<file path="src/rtl/log2_seq_ctrl.sv">
// Fixed-point log2 of an unsigned word: bit-serial normalise, then FRAC_W squaring steps.
// Latency: clz+1+FRAC_W edges after the accept edge for a nonzero operand; a zero operand completes on the accept edge.
// Backpressure: one operation in flight; the result is held in DONE until res_ready_i, and req_ready_o stays low until then.
//
// Ports:
//   clk_i, rst_i (async, active-high), clear_i (sync abort to IDLE)
//   req_valid_i / req_ready_o / data_i                    operand handshake
//   res_valid_o / res_ready_i / res_int_o / res_frac_o    result handshake
//   err_o (zero operand, qualified by res_valid_o), busy_o (NORM or FRAC)
module log2_seq_ctrl #(
    parameter int DATA_W = 32,
    parameter int MW     = 16,
    parameter int FRAC_W = 8,
    localparam int INT_W = $clog2(DATA_W)
) (
    input  logic              clk_i,
    input  logic              rst_i,
    input  logic              clear_i,
    input  logic              req_valid_i,
    output logic              req_ready_o,
    input  logic [DATA_W-1:0] data_i,
    output logic              res_valid_o,
    input  logic              res_ready_i,
    output logic [INT_W-1:0]  res_int_o,
    output logic [FRAC_W-1:0] res_frac_o,
    output logic              err_o,
    output logic              busy_o
);

    localparam int IT_W = $clog2(FRAC_W + 1);

    typedef enum logic [1:0] {
        S_IDLE,
        S_NORM,
        S_FRAC,
        S_DONE
    } state_t;

    state_t              state_q, state_d;
    logic [DATA_W-1:0]   x_q, x_d;
    logic [INT_W-1:0]    cnt_q, cnt_d;
    logic [MW-1:0]       m_q, m_d;
    logic [IT_W-1:0]     iter_q, iter_d;
    logic [INT_W-1:0]    res_int_q, res_int_d;
    logic [FRAC_W-1:0]   res_frac_q, res_frac_d;
    logic                err_q, err_d;

    // Square of the Q1.(MW-1) mantissa is Q2.(2MW-2); it never overflows since m < 2.
    logic [2*MW-1:0]     prod;
    logic                frac_bit;
    logic [MW-1:0]       m_sq_norm;
    logic                unused_prod;

    assign prod      = {{MW{1'b0}}, m_q} * {{MW{1'b0}}, m_q};
    // A square >= 2 yields a 1 bit and is halved back into [1,2); otherwise it is already in range.
    assign frac_bit  = prod[2*MW-1];
    assign m_sq_norm = frac_bit ? prod[2*MW-1 -: MW] : prod[2*MW-2 -: MW];
    // Low product bits fall below the mantissa precision and are truncated away.
    assign unused_prod = ^prod[MW-2:0];

    always_comb begin
        state_d    = state_q;
        x_d        = x_q;
        cnt_d      = cnt_q;
        m_d        = m_q;
        iter_d     = iter_q;
        res_int_d  = res_int_q;
        res_frac_d = res_frac_q;
        err_d      = err_q;

        if (clear_i) begin
            // Abort wins over any handshake; result fields are left as they are.
            state_d = S_IDLE;
            err_d   = 1'b0;
        end else begin
            case (state_q)
                S_IDLE: begin
                    if (req_valid_i) begin
                        if (data_i == '0) begin
                            state_d    = S_DONE;
                            err_d      = 1'b1;
                            res_int_d  = '0;
                            res_frac_d = '0;
                        end else begin
                            state_d = S_NORM;
                            err_d   = 1'b0;
                            x_d     = data_i;
                            cnt_d   = '0;
                        end
                    end
                end
                S_NORM: begin
                    if (x_q[DATA_W-1]) begin
                        state_d   = S_FRAC;
                        m_d       = x_q[DATA_W-1 -: MW];
                        res_int_d = INT_W'(DATA_W - 1) - cnt_q;
                        iter_d    = '0;
                    end else begin
                        x_d   = x_q << 1;
                        cnt_d = cnt_q + INT_W'(1);
                    end
                end
                S_FRAC: begin
                    m_d        = m_sq_norm;
                    res_frac_d = (res_frac_q << 1) | FRAC_W'(frac_bit);
                    if (iter_q == IT_W'(FRAC_W - 1)) begin
                        state_d = S_DONE;
                    end else begin
                        iter_d = iter_q + IT_W'(1);
                    end
                end
                S_DONE: begin
                    if (res_ready_i) begin
                        state_d = S_IDLE;
                    end
                end
                default: state_d = S_IDLE;
            endcase
        end
    end

    always_ff @(posedge clk_i or posedge rst_i) begin
        if (rst_i) begin
            state_q    <= S_IDLE;
            x_q        <= '0;
            cnt_q      <= '0;
            m_q        <= '0;
            iter_q     <= '0;
            res_int_q  <= '0;
            res_frac_q <= '0;
            err_q      <= 1'b0;
        end else begin
            state_q    <= state_d;
            x_q        <= x_d;
            cnt_q      <= cnt_d;
            m_q        <= m_d;
            iter_q     <= iter_d;
            res_int_q  <= res_int_d;
            res_frac_q <= res_frac_d;
            err_q      <= err_d;
        end
    end

    // A pending clear suppresses acceptance in IDLE.
    assign req_ready_o = (state_q == S_IDLE) && !clear_i;
    assign res_valid_o = (state_q == S_DONE);
    assign busy_o      = (state_q == S_NORM) || (state_q == S_FRAC);
    assign res_int_o   = res_int_q;
    assign res_frac_o  = res_frac_q;
    assign err_o       = err_q;

endmodule

</file>
<file path="config.mk">
export PLATFORM = sky130hd
export DESIGN_NAME = log2_seq_ctrl
export DESIGN_NICKNAME = d
export VERILOG_FILES = /design/src/rtl/log2_seq_ctrl.sv
export SDC_FILE = /design/constraint.sdc
export NUM_CORES = 1
export LEC_CHECK = 0
export BUFFER_PORTS_ARGS = -buffer_cell sky130_fd_sc_hd__buf_2
export CAP_MARGIN = 10
export CORE_MARGIN = 1
export CORE_UTILIZATION = 40
export DETAILED_ROUTE_END_ITERATION = 12
export PLACE_DENSITY_LB_ADDON = 0.05
export SYNTH_ARGS = -nofsm -noshare
export SYNTH_HDL_FRONTEND = slang
export SYNTH_SLANG_ARGS = --single-unit
</file>
<file path="constraint.sdc">
create_clock -name clk_i -period 11.4 [get_ports clk_i]
set_input_delay 1.14 -clock clk_i [delete_from_list [all_inputs] [get_ports clk_i]]
set_output_delay 1.14 -clock clk_i [all_outputs]
set_load 0.01 [all_outputs]
</file>
==> run metrics <==
Primary FF master, synth sky130_fd_sc_hd__dfrtp_1; final critical-path required period approximately 7 ns; commonest non-fill, non-tap cell in the layout sky130_fd_sc_hd__inv_1; Util after Layout 0.4393; global-route wire length before repair roughly 46000 um; hold-fix buffers at CTS 0; Setup Skew around 0.0064 ns; post-route ant nets 0; routed length per placed instance about 17 um; synthesized area between 10000 and 15000 um2; DIE HEIGHT 167.4 um; f_max roughly 140 MHz; measured slew at the worst slew-check pin slightly above 1 ns; depth of the worst hold-timing path 2; H-tree Lvls 3; Filler cells 2731; setup repair after global routing missed its margin no; aggregate global-route resource usage 0.2090; final cycle utilization of the critical path 0.6143; Seq/Total Area, Yosys 0.1670; Via density a little over 5; r2r startpoint m_q[12]; placeable core area between 20000 and 30000 um2; NumNets Final between 1500 and 2000; latest clock arrival within the worst-skew pair about 0.34 ns; number of clock sinks 73; leading cell types in the layout, fill and taps excluded 260 x sky130_fd_sc_hd__inv_1, 161 x sky130_fd_sc_hd__fa_1, 109 x sky130_fd_sc_hd__ha_1; final WL about 27000 um; number of warnings reported in the yosys synthesis log 0; I/O pins between 50 and 60; total nets after synthesis around 1500; post-synthesis cell type count 67; number of DRC violations after detailed-routing iteration 0 around 420; antenna diode count 0; TritonCTS buffer count 9; Resize count post-CTS 0; Setup TNS Final 0 ns; HPWL after detailed placement 21840 um; Synth Register Bits 73; final setup violating endpoints 0; headroom to the max-slew limit 0.3197; weighted congestion reported at the end of routability-driven placement 0.8440; post-synthesis average cell area roughly 9 um2; CTS tree done; number of buffers inserted by port buffering 53; die width 167.4 um; startpoint of the most critical hold path res_int_o[1]; setup slack of the worst register-to-register path around 4.4 ns; worst reg2reg path depth 22; fraction of final layout cells with drive strength greater than 1 0.08052; Hold/Removal Path Class reg2reg; critical path data arrival time roughly 7.2 ns; terminating pin of the worst hold path res_int_o[1]; highest fanout seen on the critical path 19; DRT Pass-1 Iters 5; number of buffers between clock root and the deepest sink 2; data required time at the worst endpoint between 10 and 15 ns; antenna violations before repair 0; Reg clk slew, reported paths around 0.060 ns; number of hold violations in the final report 0; number of DRC violations after detailed routing 0; cell count after synthesis roughly 1200; total number of placement rows 60; root cell of the clock tree sky130_fd_sc_hd__clkbuf_16; total via count in the routed design about 8100; Reg2Reg Capture Point m_q[0]; via count of the first global-routing pass about 8700; worst setup path class reg2reg; FFs w/ async S/R, synth 1.000; area growth from synthesis to final layout 7.914%; outcome complete, no violations; Initial Util 0.4071; buffers inserted during post-CTS setup optimization 0; number of synthesized flops with an enable pin 0; Die Area approximately 28000 um2; largest net degree at the start of global routing 74; category of the worst setup path launch point flip-flop; Slew Limit Fails 0; overflow left after global routing 0; Setup crit end kind flip-flop; number of max-cap violations 0
==> synth_stat cells, types with 10 or more instances <==
| cell | count | area [um2] |
|---|---|---|
| sky130_fd_sc_hd__o22ai_1 | 32 | 200.2 |
| sky130_fd_sc_hd__nand2b_1 | 22 | 137.6 |
| sky130_fd_sc_hd__mux2i_1 | 11 | 110.1 |
| sky130_fd_sc_hd__nor2_1 | 57 | 214.0 |
| sky130_fd_sc_hd__nor3_1 | 11 | 55.05 |
| sky130_fd_sc_hd__a21oi_1 | 68 | 340.3 |
| sky130_fd_sc_hd__xor2_1 | 10 | 87.58 |
| sky130_fd_sc_hd__a22o_1 | 10 | 87.58 |
| sky130_fd_sc_hd__xnor2_1 | 18 | 157.7 |
| sky130_fd_sc_hd__inv_1 | 261 | 979.7 |
| sky130_fd_sc_hd__fa_1 | 161 | 3223 |
| sky130_fd_sc_hd__clkbuf_1 | 47 | 176.4 |
| sky130_fd_sc_hd__o21ai_0 | 24 | 120.1 |
| sky130_fd_sc_hd__dfrtp_1 | 73 | 1827 |
| sky130_fd_sc_hd__o21ai_1 | 10 | 50.05 |
| sky130_fd_sc_hd__nand3_1 | 14 | 70.07 |
| sky130_fd_sc_hd__o31ai_1 | 15 | 112.6 |
| sky130_fd_sc_hd__ha_1 | 109 | 1364 |
| sky130_fd_sc_hd__nand2_1 | 103 | 386.6 |
| sky130_fd_sc_hd__and2_1 | 38 | 237.7 |
==> how the worst max path moves through the flow <==
| stage | from | cells past startpoint | end |
|---|---|---|---|
| final | m_q[12] | 22 | m_q[0] |
| after global routing | m_q[12] | 22 | m_q[0] |
| after CTS | m_q[12] | 22 | m_q[7] |
| after detailed placement | m_q[12] | 22 | m_q[0] |
| after global placement | m_q[12] | 22 | m_q[7] |
| after floorplan | m_q[1] | 23 | m_q[6] |
==> per-layer routing <==
metal | up-vias | wire length (um) | GRT usage
met3 | 14 | 899 | 0.02600
met4 | 0 | 233 | 0.02792
li1 | 3952 | - | -
met5 | - | 0 | 0
met1 | 4027 | 13000 | 0.2957
met2 | 138 | 13130 | 0.3504
==> registers in the layout (all words and copies together) (netlist names) <==
name and flops:
state_q 2, res_int_o 5, err_o 1, res_frac_o 8, m_q 16, x_q 32
iter_q 4, cnt_q 5
==> logic make-up (layout without fill, tap and decap cells) <==
| group | after synthesis | after routing | synth area share |
|---|---|---|---|
| AOI/OAI and AO/OA | 216 | 216 | 0.1300 |
| muxes | 15 | 15 | 0.01418 |
| xor gates and xnor gates | 29 | 29 | 0.02390 |
| adders and majority gates | 270 | 270 | 0.4193 |
| and+or+nand+nor | 300 | 300 | 0.1352 |
| DFF | 73 | 73 | 0.1670 |
| buffers and inverters | 316 | 339 | 0.1105 |
==> worst max-delay path, cell delays in order (launching register included) <==
cell and delay (ns):
sky130_fd_sc_hd__dfrtp_1 0.68, sky130_fd_sc_hd__inv_1 0.39, sky130_fd_sc_hd__nor2_1 0.32, sky130_fd_sc_hd__ha_1 0.30
sky130_fd_sc_hd__xor2_1 0.19, sky130_fd_sc_hd__fa_1 0.54, sky130_fd_sc_hd__inv_1 0.05, sky130_fd_sc_hd__fa_1 0.48
sky130_fd_sc_hd__fa_1 0.47, sky130_fd_sc_hd__fa_1 0.52, sky130_fd_sc_hd__inv_1 0.05, sky130_fd_sc_hd__fa_1 0.47
sky130_fd_sc_hd__inv_1 0.04, sky130_fd_sc_hd__ha_1 0.37, sky130_fd_sc_hd__a211oi_1 0.36, sky130_fd_sc_hd__o211a_1 0.23
sky130_fd_sc_hd__a211o_1 0.12, sky130_fd_sc_hd__nand3_2 0.14, sky130_fd_sc_hd__a31oi_4 0.24, sky130_fd_sc_hd__xnor2_2 0.17
sky130_fd_sc_hd__buf_4 0.32, sky130_fd_sc_hd__mux2i_1 0.31, sky130_fd_sc_hd__a221oi_2 0.08
==> stage by stage <==
stage | cell area, um2 | cells | setup WS, ns | hold WS (ns)
finish | 11810 | 1583 | 4.397 | 0.4830
global route | 11810 | 1583 | 4.008 | 0.5139
CTS | 11810 | 1583 | 4.360 | 0.4870
detailed placement | 11480 | 1567 | 4.391 | 0.4712
global placement | 11480 | 1567 | 4.412 | 0.4589
floorplan | 10940 | 1219 | 5.340 | 0.4772
==> cell type report <==
| class | instances | area (um2) | share of cell area |
|---|---|---|---|
| Clock buffer | 11 | 252.7 | 0.02141 |
| Clock inverter | 5 | 77.57 | 0.006571 |
| Inverter | 261 | 980.9 | 0.08309 |
| Multi-Input combinational cell | 830 | 7909 | 0.6699 |
| Sequential cell | 73 | 1827 | 0.1547 |
| Tap cell | 341 | 426.7 | 0.03614 |
| Timing Repair Buffer | 62 | 332.8 | 0.02819 |
Power is not shown: default switching activity piles up to over one toggle a cycle in this logic, so the estimate is an artifact.
